File: config.mk
export PLATFORM = sky130hd
export DESIGN_NAME = shift_serializer
export DESIGN_NICKNAME = d
export VERILOG_FILES = /design/src/rtl/shift_serializer_pkg.sv /design/src/rtl/bit_down_counter.sv /design/src/rtl/shift_serializer.sv
export SDC_FILE = /design/constraint.sdc
export NUM_CORES = 1
export LEC_CHECK = 0
export ABC_CLOCK_PERIOD_IN_PS = 2530
export CORE_AREA = 2 2 52 54
export DETAILED_ROUTE_END_ITERATION = 12
export DIE_AREA = 0 0 54 56
export GPL_TIMING_DRIVEN = 0
export PLACE_DENSITY = 0.57
export SYNTH_ARGS = -nofsm -noshare
export SYNTH_HDL_FRONTEND = slang
export SYNTH_SLANG_ARGS = --single-unit
File: constraint.sdc
create_clock -name clk -period 2.53 [get_ports clk]
set_clock_uncertainty 0.1 [all_clocks]
set_input_delay 0.6325 -clock clk [delete_from_list [all_inputs] [get_ports clk]]
set_output_delay 0.6325 -clock clk [all_outputs]
set_load 0.01 [all_outputs]
File: src/rtl/shift_serializer_pkg.sv
// Shared types and constants for the shift_serializer block and its counter.
package shift_serializer_pkg;

    typedef enum logic [1:0] {
        IDLE  = 2'd0,
        SHIFT = 2'd1,
        PAR   = 2'd2
    } state_t;

    localparam logic LSB_FIRST = 1'b0;
    localparam logic MSB_FIRST = 1'b1;

endpackage

File: src/rtl/bit_down_counter.sv
// Remaining-bit counter: loads the frame length, counts down per strobe, flags the final bit.
module bit_down_counter #(
    parameter int CNT_W = 4
) (
    input  logic             clk,
    input  logic             rst_b,
    input  logic             load,
    input  logic [CNT_W-1:0] load_val,
    input  logic             dec,
    output logic [CNT_W-1:0] count,
    output logic             last
);

    logic [CNT_W-1:0] cnt_reg;

    always_ff @(posedge clk or negedge rst_b) begin
        if (!rst_b) begin
            cnt_reg <= '0;
        end else if (load) begin
            cnt_reg <= load_val;
        end else if (dec && (cnt_reg != '0)) begin
            cnt_reg <= cnt_reg - CNT_W'(1);
        end
    end

    assign count = cnt_reg;
    assign last  = (cnt_reg == CNT_W'(1));

endmodule

File: src/rtl/shift_serializer.sv
// Parallel-in/serial-out shifter with valid/ready load and frame-complete pulse.
// Define SHIFT_SERIALIZER_PARITY_EN to append an even-parity bit to each frame.
module shift_serializer
    import shift_serializer_pkg::*;
#(
    parameter int WIDTH = 8,
    parameter int CNT_W = $clog2(WIDTH + 2)
) (
    input  logic             clk,
    input  logic             rst_b,
    input  logic             load_valid,
    output logic             load_ready,
    input  logic [WIDTH-1:0] data_in,
    input  logic             msb_first,
    input  logic             en,
    output logic             s_out,
    output logic             s_valid,
    output logic             busy,
    output logic             done
);

`ifdef SHIFT_SERIALIZER_PARITY_EN
    localparam int FRAME_BITS = WIDTH + 1;
`else
    localparam int FRAME_BITS = WIDTH;
`endif

    state_t           state_reg;
    logic [WIDTH-1:0] sh_reg;
    logic             dir_reg;
    logic             done_reg;

    logic [CNT_W-1:0] cnt;
    logic             last;
    logic             frame_busy;
    logic             advance;
    logic             accept;
    logic             data_bit;
    logic [WIDTH-1:0] sh_left;
    logic [WIDTH-1:0] sh_right;

    // Zero-filled shifts toward either output end.
    genvar gi;
    generate
        for (gi = 0; gi < WIDTH; gi++) begin : g_shift
            if (gi == 0) begin : g_lo
                assign sh_left[gi]  = 1'b0;
                assign sh_right[gi] = sh_reg[gi+1];
            end else if (gi == WIDTH - 1) begin : g_hi
                assign sh_left[gi]  = sh_reg[gi-1];
                assign sh_right[gi] = 1'b0;
            end else begin : g_mid
                assign sh_left[gi]  = sh_reg[gi-1];
                assign sh_right[gi] = sh_reg[gi+1];
            end
        end
    endgenerate

    assign frame_busy = (state_reg != IDLE);
    assign advance    = frame_busy && en;
    assign load_ready = !frame_busy || (last && en);
    assign accept     = load_valid && load_ready;
    assign data_bit   = (dir_reg == MSB_FIRST) ? sh_reg[WIDTH-1] : sh_reg[0];

    bit_down_counter #(
        .CNT_W(CNT_W)
    ) u_cnt (
        .clk     (clk),
        .rst_b   (rst_b),
        .load    (accept),
        .load_val(CNT_W'(FRAME_BITS)),
        .dec     (advance),
        .count   (cnt),
        .last    (last)
    );

`ifdef SHIFT_SERIALIZER_PARITY_EN
    logic parity_reg;
    logic to_par;

    // Counter still holds 2 while the final data bit is on the line.
    assign to_par = (state_reg == SHIFT) && (cnt == CNT_W'(2));
    assign s_out  = frame_busy && ((state_reg == PAR) ? parity_reg : data_bit);

    always_ff @(posedge clk or negedge rst_b) begin
        if (!rst_b) begin
            parity_reg <= 1'b0;
        end else if (accept) begin
            parity_reg <= ^data_in;
        end
    end
`else
    logic unused_cnt;
    assign unused_cnt = ^cnt;
    assign s_out      = frame_busy && data_bit;
`endif

    always_ff @(posedge clk or negedge rst_b) begin
        if (!rst_b) begin
            state_reg <= IDLE;
            sh_reg    <= '0;
            dir_reg   <= LSB_FIRST;
            done_reg  <= 1'b0;
        end else begin
            done_reg <= advance && last;
            if (accept) begin
                state_reg <= SHIFT;
                sh_reg    <= data_in;
                dir_reg   <= msb_first;
            end else if (advance) begin
                if (state_reg == SHIFT) begin
                    sh_reg <= (dir_reg == MSB_FIRST) ? sh_left : sh_right;
                end
                if (last) begin
                    state_reg <= IDLE;
                end
`ifdef SHIFT_SERIALIZER_PARITY_EN
                else if (to_par) begin
                    state_reg <= PAR;
                end
`endif
            end
        end
    end

    assign s_valid = frame_busy;
    assign busy    = frame_busy;
    assign done    = done_reg;

endmodule

=== Word-level counts from Yosys, hierarchy flattened ===
Index checks and enable logic that the tools add are counted.

* Output and inout port bits: 5
* Word-level logic and storage cells: 34
* Bits in registers: 16

* Mux-type cells: 10
* Eq/ne operators: 2
* Reduce and logical (&&, ||, !) cells: 16
* Add/sub/neg operators: 1

{| class="wikitable"
|+ Operators by type and width
! operator !! number
|-
| $mux 8 || 4
|-
| $reduce_bool 2->1 || 5
|-
| $mux 4 || 2
|-
| $logic_and 1x1->1 || 6
|-
| $mux 2 || 3
|-
| $eq 4x1->1 const B || 1
|-
| $reduce_and 2->1 || 2
|-
| $reduce_bool 4->1 || 1
|-
| $sub 4x1->4 const B || 1
|-
| $eq 2x1->1 const B || 1
|-
| $logic_not 1->1 || 1
|-
| $logic_or 1x1->1 || 1
|-
| $mux 1 || 1
|}

=== Longest topological paths before layout ===
Gate-level depths: netlist of run 1.

* Word-level depth: 6
* Depth in mapped cells: 6

=== Modules after synthesis ===
Synthesis of run 1 repeated with hierarchy kept, for this count alone.

* Cell total of the unflattened synthesis: 92
* Area total of the unflattened synthesis: 964.7 um^2

{| class="wikitable"
|+ Modules (own cells, without submodules)
! module !! cells each !! area an instance (um^2) !! times used
|-
| shift_serializer || 63 || 681.9 || 1
|-
| bit_down_counter || 29 || 282.8 || 1
|}

=== Worst setup path after synthesis of run 1 ===
OpenSTA, ideal clock, no wires.

* Path kind: register to output
* Start: register u_cnt.cnt_reg[1], in the netlist u_cnt.count[1]
* End: output port load_ready
* Slack: 0.868 ns
* Arrival time: 0.930 ns
* Stages on the path, launching flop included: 5
* Path buffers: 0
* Cells stage by stage: dfrtp_1 inv_1 ha_1 nand4bb_1 nand2_1

* Word-level cells in the longest chain between the ends: 3

{| class="wikitable"
|+ RTL lines
! item !! line !! source
|-
| start: declaration || bit_down_counter.sv:14 || <nowiki>logic [CNT_W-1:0] cnt_reg;</nowiki>
|-
| start signal: assignment || bit_down_counter.sv:20 || <nowiki>cnt_reg <= load_val;</nowiki>
|-
| start signal: assignment || bit_down_counter.sv:22 || <nowiki>cnt_reg <= cnt_reg - CNT_W'(1);</nowiki>
|-
| $eq 4x1->1 || bit_down_counter.sv:27 || <nowiki>assign last = (cnt_reg == CNT_W'(1));</nowiki>
|-
| $logic_and 1x1->1 || shift_serializer.sv:61 || <nowiki>assign load_ready = !frame_busy || (last && en);</nowiki>
|-
| $logic_or 1x1->1 || shift_serializer.sv:61 ||
|-
| end: declaration || shift_serializer.sv:12 || <nowiki>output logic load_ready,</nowiki>
|}

No other way between the ends.

=== Worst setup path after layout of run 1 ===
* Start: input port en
* End: output port load_ready

* Word-level cells in the longest chain between the ends: 2

{| class="wikitable"
|+ RTL lines
! item !! line !! source
|-
| start: declaration || shift_serializer.sv:15 || <nowiki>input logic en,</nowiki>
|-
| $logic_and 1x1->1 || shift_serializer.sv:61 ||
|-
| $logic_or 1x1->1 || shift_serializer.sv:61 ||
|}

No other way between the ends.

==> impl_results.md, run 1 <==
* Min Clock Period, post-route at 2.40 ns
* Setup violations, final at 0
* Dpl ws at -0.181 ns
* Global-route wire length before repair at just under 3000 um
* Initial antenna violation count at 0
* Synth area leaders: dfrtp_1 45%, mux2i_1 9.5%, a221oi_1 6.3%
* Largest net degree at the start of global routing at 16
* Fin crit share at between 90% and 100%
* CP Capture Point: load_ready
* Clk Latency, worst-skew pair at 0.28 ns
* Yosys top cell area share at between 40% and 50%
* Max clock buf depth at 2
* Setup Crit Path Kind: in -> out
* Avg WL per Cell at roughly 12 um
* Final Max Slew Viols at 0
* Total grt overflow at 0
* Peak VDD IR at 0.000447 V
* Area after DPL at about 0.0010 mm2
* Library cells used by synthesis at 27
* Worst setup path startpoint: en
* Worst EP arrival at about 1.7 ns
* PnR worst setup slack at 0.133 ns
* Mean Syn Cell Area at between 10 and 15 um2
* Total GRT Usage at between 10% and 20%
* Worst slew margin at ~52%
* Core area at 0.00243 mm2
* Crit end category: primary output
* Die height at between 50 and 60 um
* Hpwl dp at between 1000 and 1500 um
* H-tree depth at 1
* Setup crit start kind: input port
* Final ANT Viol Nets at 0
* Diode count at 0
* Pwr/cell area at 1000 mW/mm2
* Crit path max fanout at 4
* Critical R2R Capture: dir_reg
* CTS tree: done
* Die width at about 54 um
* Number of cell rows at 18
* Sequential area share after synthesis at approximately 45%
* Fill count at 247
* Yosys top cell by area: dfrtp_1
* Synthesized cell area at between 800 and 900 um2
* Max reg flops at 8
* Setup TNS at 0 ns
* Vias in the first global route at about 680
* Max_cap viols at 0
* Die area at between 0.003 and 0.004 mm2
* Total CTS buffers at 3
* First-pass DRT Iterations at 4
* Port bufs at 17
* Reg2Reg Depth at 6
* Post-route DRC at 0
* Root buf cell: clkbuf_4
* Initial DRC Count at 17
* Dpl cells at around 130
* Min Hold Slack at between 0.4 and 0.5 ns
* Mapped Cells at slightly above 80
* Clk slew on worst S/H paths at ~0.09 ns
* Yosys warning total at 0
* Worst r2r src: u_cnt.count[1]
* RSZ-0062 raised after global routing: false
* Final WL at 1670 um
* Worst Hold Class: reg -> reg
* GPL Wtd Cong at 0.737
* Vias per std cell at approximately 5
* Fin area at 0.00108 mm2
* Non-Filler Instances at between 100 and 150
* Starting Density at about a third
* Ports at 18
* Worst slew pin tran at 0.712 ns
* Status: finished clean
* Layout Nets at 120
* Fmax at between 0.4 and 0.5 GHz
* Hold buffers post-CTS at 0
* Fin. Hold Viols at 0
* Share of cells above drive strength 1 at about 12%
* P&R area growth vs syn at 28.6%
* Register-to-register setup slack at ~0.74 ns
* WP data required at between 1.5 and 2 ns
* Synth Register Bits at 15
* Via count at 672
* Clock Sinks at 15
* Syn_nets at 97
* Leak pwr at between 0.0004 and 0.0005 uW
how the worst min path moves through the flow:
stage,start,endpoint,slack (ns),cells after the start
2_1_floorplan,rst_b,dir_reg,0.24,0
3_3_place_gp,u_cnt.count[1],u_cnt.count[1],0.45,2
3_5_place_dp,u_cnt.count[1],u_cnt.count[1],0.46,2
4_1_cts,u_cnt.count[1],u_cnt.count[1],0.48,2
5_1_grt,u_cnt.count[1],u_cnt.count[1],0.53,2
6_report,u_cnt.count[1],u_cnt.count[1],0.47,2
power by group:
part           internal (uW)  total, uW  switching, uW  leakage, uW
registers                344        436           92.9     0.000174
logic                    277        504            227     0.000295
clock network           61.1        139           77.5    0.0000150
per-layer routing:
layer / track usage (%) / wire length [um] / up-vias
met2: 19.5 / 783 / 11
met4: 4.29 / 13 / 0
li1: - / - / 332
met1: 17.2 / 802 / 327
met3: 3.23 / 72 / 2
met5: 0 / 0 / -
cell usage in the layout (no fill, tap or decap):
cell and count:
buf_4 2, nand2_1 3, dlygate4sd2_1 1, nand3_1 1, clkbuf_4 3, mux2_2 2
a31oi_4 1, nand4bb_1 1, mux2i_1 8, a21oi_1 2, a221o_1 2, nor3b_1 1
and2_1 1, clkdlybuf4s50_1 16, or2_0 1, buf_6 1, or3_1 3, o21ai_0 2
ha_1 2, inv_1 10, nor2_1 11, buf_2 1, nor4_1 1, dfrtp_1 15
and2b_2 1, clkbuf_1 1, a221oi_1 6, nand2b_1 1, a21boi_2 1, nor2b_1 2
a211o_1 1
metrics by stage:
| step | total power [uW] | util [%] |
|---|---|---|
| after floorplan | 795 | - |
| after global placement | 937 | 43.1 |
| after detailed placement | 948 | 43.1 |
| after CTS | 1090 | 44.1 |
| after global routing | 1180 | 44.4 |
| final | 1080 | 44.4 |
timing repair:
item | in CTS | in global routing
setup endpoints to repair | 1 | 1
buffers inserted | 0 | 1
pin swaps | 0 | 1
gates resized for setup | 1 | 0
worst max-delay path, stage by stage:
cell and delay, ns:
clkdlybuf4s50_1 0.52, nand4bb_1 0.14, nand2_1 0.11, dlygate4sd2_1 0.27
cells in the mapped netlist (all sizes together):
library cell  count
dfrtp            15
a211o             1
a221o             2
mux2              2
mux2i             8
a21oi             2
and2b             1
nor2b             2
a31oi             1
nand2b            1
or2               1
nand4bb           1
nand2             3
buf               3
inv              10
a21boi            1
nor4              1
nor3b             1
ha                2
a221oi            6
or3               3
and2              1
o21ai             2
nor2             11
nand3             1
kinds of logic (layout without fill, tap and decap cells):
| group | Yosys count | after routing | share of synthesized area (%) |
|---|---|---|---|
| multiplexers | 10 | 10 | 12.2 |
| adder cells (fa/ha/maj) | 2 | 2 | 2.98 |
| flip-flops | 15 | 15 | 44.7 |
| buffers and inverters | 13 | 35 | 7.30 |
| AND/OR/NAND/NOR | 27 | 27 | 16.8 |
| AO/OA/AOI/OAI | 15 | 15 | 15.9 |
layout make-up:
type	count	area, um2	area share, %
Inverter	10	37.5	3.48
Sequential cell	15	375	34.8
Multi-Input combinational cell	54	403	37.3
Timing Repair Buffer	18	176	16.3
Clock buffer	4	26.3	2.43
Buffer	3	23.8	2.20
Tap cell	30	37.5	3.48
Note: power is estimated with default switching activity, not from simulation.
==> run 2: changes to the inputs <==
--- a/config.mk
+++ b/config.mk
@@ -10,6 +10,7 @@
 export DETAILED_ROUTE_END_ITERATION = 12
 export DIE_AREA = 0 0 54 56
 export GPL_TIMING_DRIVEN = 0
+export MAX_ROUTING_LAYER = met4
 export PLACE_DENSITY = 0.57
 export SYNTH_ARGS = -nofsm -noshare
 export SYNTH_HDL_FRONTEND = slang
==> run 2 against run 1 <==
Effect of this change:
- clock power is essentially flat
- via count shrank 0.60%
- global-route usage grew 0.34 points
- critical path type unchanged
==> impl_results.md, run 2 (synthesis gave the netlist of run 1 again) <==
* Reg2Reg Depth at 6 (unchanged)
* Max_cap viols at 0 (unchanged)
* GPL Wtd Cong at 0.746 (was 0.737)
* Diode count at 0 (unchanged)
* CP cell instances: clkdlybuf4s50_1 > nand4bb_1 > nand2_1 > dlygate4sd2_1 (unchanged)
* Total power at 1080 uW (about the same)
* Status: finished clean (unchanged)
* Vias per std cell at 4.99 (was 5.01)
* Part of the power in combinational logic at 46.7% (about the same)
* Ports at 18 (unchanged)
* Area of the multi-input gates at 403 um2 (unchanged)
* Initial DRC Count at 18 (was 17)
* Worst Hold Class: reg -> reg (unchanged)
* Total grt overflow at 0 (unchanged)
* CP max-delay cell: clkdlybuf4s50_1 (unchanged)
* Max reg flops at 8 (unchanged)
* Min Hold Slack at 0.466 ns (about the same)
* Starting Density at 34.5% (unchanged)
* CP Capture Point: load_ready (unchanged)
* Via count at 668 (was 672)
* Fin crit share at 94.7% (about the same)
* Final ANT Viol Nets at 0 (unchanged)
* Cell count along the critical path at 4 (unchanged)
* Share of cells above drive strength 1 at 11.5% (unchanged)
* Crit path max fanout at 4 (unchanged)
* Die area at 0.00302 mm2 (unchanged)
* Setup crit start kind: input port (unchanged)
* Register-to-register setup slack at 0.74 ns (about the same)
* Final Max Slew Viols at 0 (unchanged)
* Clk Latency, worst-skew pair at 0.28 ns (about the same)
* Global-route wire length before repair at 2930 um (was 2920 um)
* Register area at 375 um2 (unchanged)
* CTS tree: done (unchanged)
* Hold buffers post-CTS at 0 (unchanged)
* Avg WL per Cell at 12.5 um (unchanged)
* Crit path max-delay family: buffers and inverters (unchanged)
* Pwr/cell area at 1000 mW/mm2 (about the same)
* Fin. Hold Viols at 0 (unchanged)
* Vias in the first global route at 682 (was 681)
* Worst Path Buf+Inv at 2 (unchanged)
* WP data required at 1.80 ns (about the same)
* Root buf cell: clkbuf_4 (unchanged)
* First-pass DRT Iterations at 4 (unchanged)
* Worst setup path startpoint: en (unchanged)
* Peak VDD IR at 0.000448 V (was 0.000447 V)
* P&R area growth vs syn at 28.6% (unchanged)
* Max clock buf depth at 2 (unchanged)
* Worst r2r src: u_cnt.count[1] (unchanged)
* RSZ-0062 raised after global routing: false (unchanged)
* Fill count at 247 (unchanged)
* Worst path max stage delay at 0.52 ns (about the same)
* Die height at 56 um (unchanged)
* Layout Nets at 120 (unchanged)
* Clk slew on worst S/H paths at 0.09 ns (about the same)
* H-tree depth at 1 (unchanged)
* Core area at 0.00243 mm2 (unchanged)
* Worst slew margin at 52.4% (about the same)
* Largest net degree at the start of global routing at 16 (unchanged)
* Setup violations, final at 0 (unchanged)
* Setup TNS at 0 ns (unchanged)
* Psw at 398 uW (was 397 uW)
* Min Clock Period, post-route at 2.40 ns (about the same)
* Switch share at 36.8% (about the same)
* Seq pwr share at 40.4% (about the same)
* Port bufs at 17 (unchanged)
* Hpwl dp at 1210 um (unchanged)
* Commonest non-fill, non-tap cell in the layout: clkdlybuf4s50_1 (unchanged)
* Worst EP arrival at 1.66 ns (about the same)
* Critical R2R Capture: dir_reg (unchanged)
* Leak pwr at 0.000484 uW (unchanged)
* Crit end category: primary output (unchanged)
* Pint at 682 uW (about the same)
* Fmax at 0.417 GHz (about the same)
* Clock Sinks at 15 (unchanged)
* Die width at 54 um (unchanged)
* Post-route DRC at 0 (unchanged)
* Post-layout util at 44.4% (unchanged)
* Total CTS buffers at 3 (unchanged)
* Commonest cells after routing, fill and taps aside: 16 x clkdlybuf4s50_1, 15 x dfrtp_1, 11 x nor2_1 (unchanged)
* Initial antenna violation count at 0 (unchanged)
* Worst slew pin tran at 0.712 ns (about the same)
* Total GRT Usage at 13.1% (was 12.8%)
* Setup Crit Path Kind: in -> out (unchanged)
* Clock share of power at 12.8% (about the same)
* Final WL at 1670 um (unchanged)
* Number of cell rows at 18 (unchanged)
run 2: cell counts in the layout (fill, tap and decap cells not counted):
Identical to the previous run, type by type.
run 2: per-stage QoR:
step / std cells / setup slack (ns) / area [um2]
final: 134 / 0.134 / 1080
after global routing: 134 / 0.0268 / 1080
after CTS: 133 / 0.0833 / 1070
after detailed placement: 129 / -0.181 / 1050
after global placement: 129 / -0.173 / 1050
after floorplan: 82 / 0.868 / 840
run 2: layout make-up:
| cell class | count | share of cell area, % |
|---|---|---|
| multi-input cells | 54 | 37.3 |
| flip-flops and latches | 15 | 34.8 |
| repair buffers | 18 | 16.3 |
| inverters | 10 | 3.48 |
| well taps | 30 | 3.48 |
| clock buffers | 4 | 2.43 |
| plain buffers | 3 | 2.20 |
run 2: timing repair:
action | 4_1_cts | 5_1_grt
pin swaps | 0 | 1
setup endpoints to repair | 1 | 1
resized for setup | 1 | 0
buffers inserted | 0 | 1
hold endpoints to repair | 0 | 0
run 2: worst reg2reg max path: stages (launching register included):
cell and delay, ns:
dfrtp_1 0.39, inv_1 0.08, ha_1 0.22, nand4bb_1 0.15
buf_4 0.16, a21boi_2 0.23, mux2_2 0.36
run 2: layer usage:
metal  GRT usage (%)  vias to the layer above  routed length (um)  share of wire [%]
met5               -                        -                   0                  0
met4            4.29                        0                  13               0.78
met2            19.5                       11                 784                 47
met1            17.2                      324                 802                 48
met3            3.23                        2                  72                4.3
li1                -                      331                   -                  -
run 2: how the worst min path moves through the flow:
stage | endpoint | cells past startpoint | start | slack [ns]
final | u_cnt.count[1] | 2 | u_cnt.count[1] | 0.47
after global routing | u_cnt.count[1] | 2 | u_cnt.count[1] | 0.53
after CTS | u_cnt.count[1] | 2 | u_cnt.count[1] | 0.48
after detailed placement | u_cnt.count[1] | 2 | u_cnt.count[1] | 0.46
after global placement | u_cnt.count[1] | 2 | u_cnt.count[1] | 0.45
after floorplan | dir_reg | 0 | rst_b | 0.24
run 2: power groups by stage:
stage	Sequential, uW	Clock (uW)	Combinational [uW]
finish	437	139	505
floorplan	414	0	381
detailed placement	440	0	509
CTS	435	143	508
global route	455	151	572
global placement	437	0	500
==> patch, RTL diff (config.mk and constraints of run 1) <==
`WIDTH`: 8 -> 4.
--- a/src/rtl/shift_serializer.sv
+++ b/src/rtl/shift_serializer.sv
@@ -5,3 +5,3 @@
 #(
-    parameter int WIDTH = 8,
+    parameter int WIDTH = 4,
     parameter int CNT_W = $clog2(WIDTH + 2)
Interface: changed (resized data_in); port bits go from 18 to 14. The function was not compared with the original's and may differ.
==> patch against run 1 <==
Sequential cell count decreased by 5. Count of clock-buffer cells in the layout fell by 1. Clock power down 22%. Wire length shrank 23%. Area after synthesis down 28%. First-iteration DRC count did not move. Power is 30% lower. Die area unchanged. Register-to-register slack gained 20 ps. Final area shrank 26%. Critical path depth did not move. Sequential power is 33% lower. Worst setup slack improved by 77 ps. Critical endpoint unchanged.
==> patch: results (changes against run 1) <==
[power]
powerClk_w = 0.000108  ; was 0.000139 W
p_leak_nw = 0.354  ; was 0.484 nW
max-vdd-ir-drop_uv = 292  ; was 447 uV

[yosys]
ys_top_cells_by_area = dfrtp_1, ha_1, mux2_2  ; was dfrtp_1, mux2i_1, a221oi_1
synth_common_cells = dfrtp_1, inv_1, nand2_1, ha_1, o21ai_0  ; was dfrtp_1, nor2_1, inv_1, mux2i_1, a221oi_1
ys_seq_area_frac = 0.412  ; was 0.447
ys_ff_latch = 10  ; was 15
syn_avg_cell_area_sq_um = 10.5  ; was 10.2 sq um
yosys.area.top_type_share = 0.412  ; was 0.447

[min_path]
min_from = u_cnt.count[2]  ; was u_cnt.count[1]

[critical_path]
cp.arrival_ps = 1590  ; was 1660 ps
r2r-start = state_reg[0]  ; was u_cnt.count[1]
r2r_slack_ps = 760  ; was 740 ps

[clock_network]
clk_pin_slew_ps = 60  ; was 90 ps
clk_latency_ps = 260  ; was 280 ps

[finish]
largest_reg_flops = 4  ; was 8
regArea_sq_um = 250  ; was 375 sq um
seq_area_frac = 0.314  ; was 0.348
multiInputGateArea_sq_um = 320  ; was 403 sq um
buf_share = 0.185  ; about the same
multi_input_cells = 41  ; was 54
clkCellAreaFrac = 0.0283  ; was 0.0243
final_cells = 104  ; was 134
clock_buffer_count = 3  ; was 4

[sta]
hold_ws_ps = 398  ; was 466 ps
clock.fmax_mhz = 431  ; was 417 MHz
slew_headroom = 0.524  ; about the same

[status]
outcome = finished clean  ; unchanged

[drt]
wl_um = 1280  ; was 1670 um
drt-met1-wl_um = 538  ; was 802 um
met2_length_um = 643  ; was 783 um

[global_route]
grt_util_met1 = 0.125  ; was 0.172
use_met2 = 0.141  ; was 0.195
grt_pass1_vias = 477  ; was 681

[place]
place_congestion = 0.745  ; was 0.737
placed_cell_area_sq_um = 776  ; was 1050 sq um
portBuffers = 13  ; was 17

[patch: cell count changes after synthesis, sizes merged, moves of 2 or more]
cell,run 1,this run
nor2,11,2
mux2i,8,2
a221oi,6,1
dfrtp,15,10
inv,10,5
o21a,0,2
[patch: repair_timing]
item	CTS	global route
resized for setup	1	0
setup endpoints to repair	1	0
endpoints found under the hold margin	0	0
[patch: worst paths after layout]
| kind | endpoint | depth (start not counted) |
|---|---|---|
| setup / recovery | load_ready | 4 |
| hold / removal | done | 1 |
| setup reg to reg | sh_reg[0] | 3 |
| hold reg to reg | done | 1 |
| max in group asynchronous | u_cnt.count[0] | 1 |
| min in group asynchronous | sh_reg[0] | 1 |
[patch: cell families after synthesis]
family | share of synthesized area
AO/OA/AOI/OAI | 0.152
multiplexers | 0.0946
AND/OR/NAND/NOR | 0.218
buffers and inverters | 0.0617
adder cells (fa/ha/maj) | 0.0617
flip-flops | 0.412
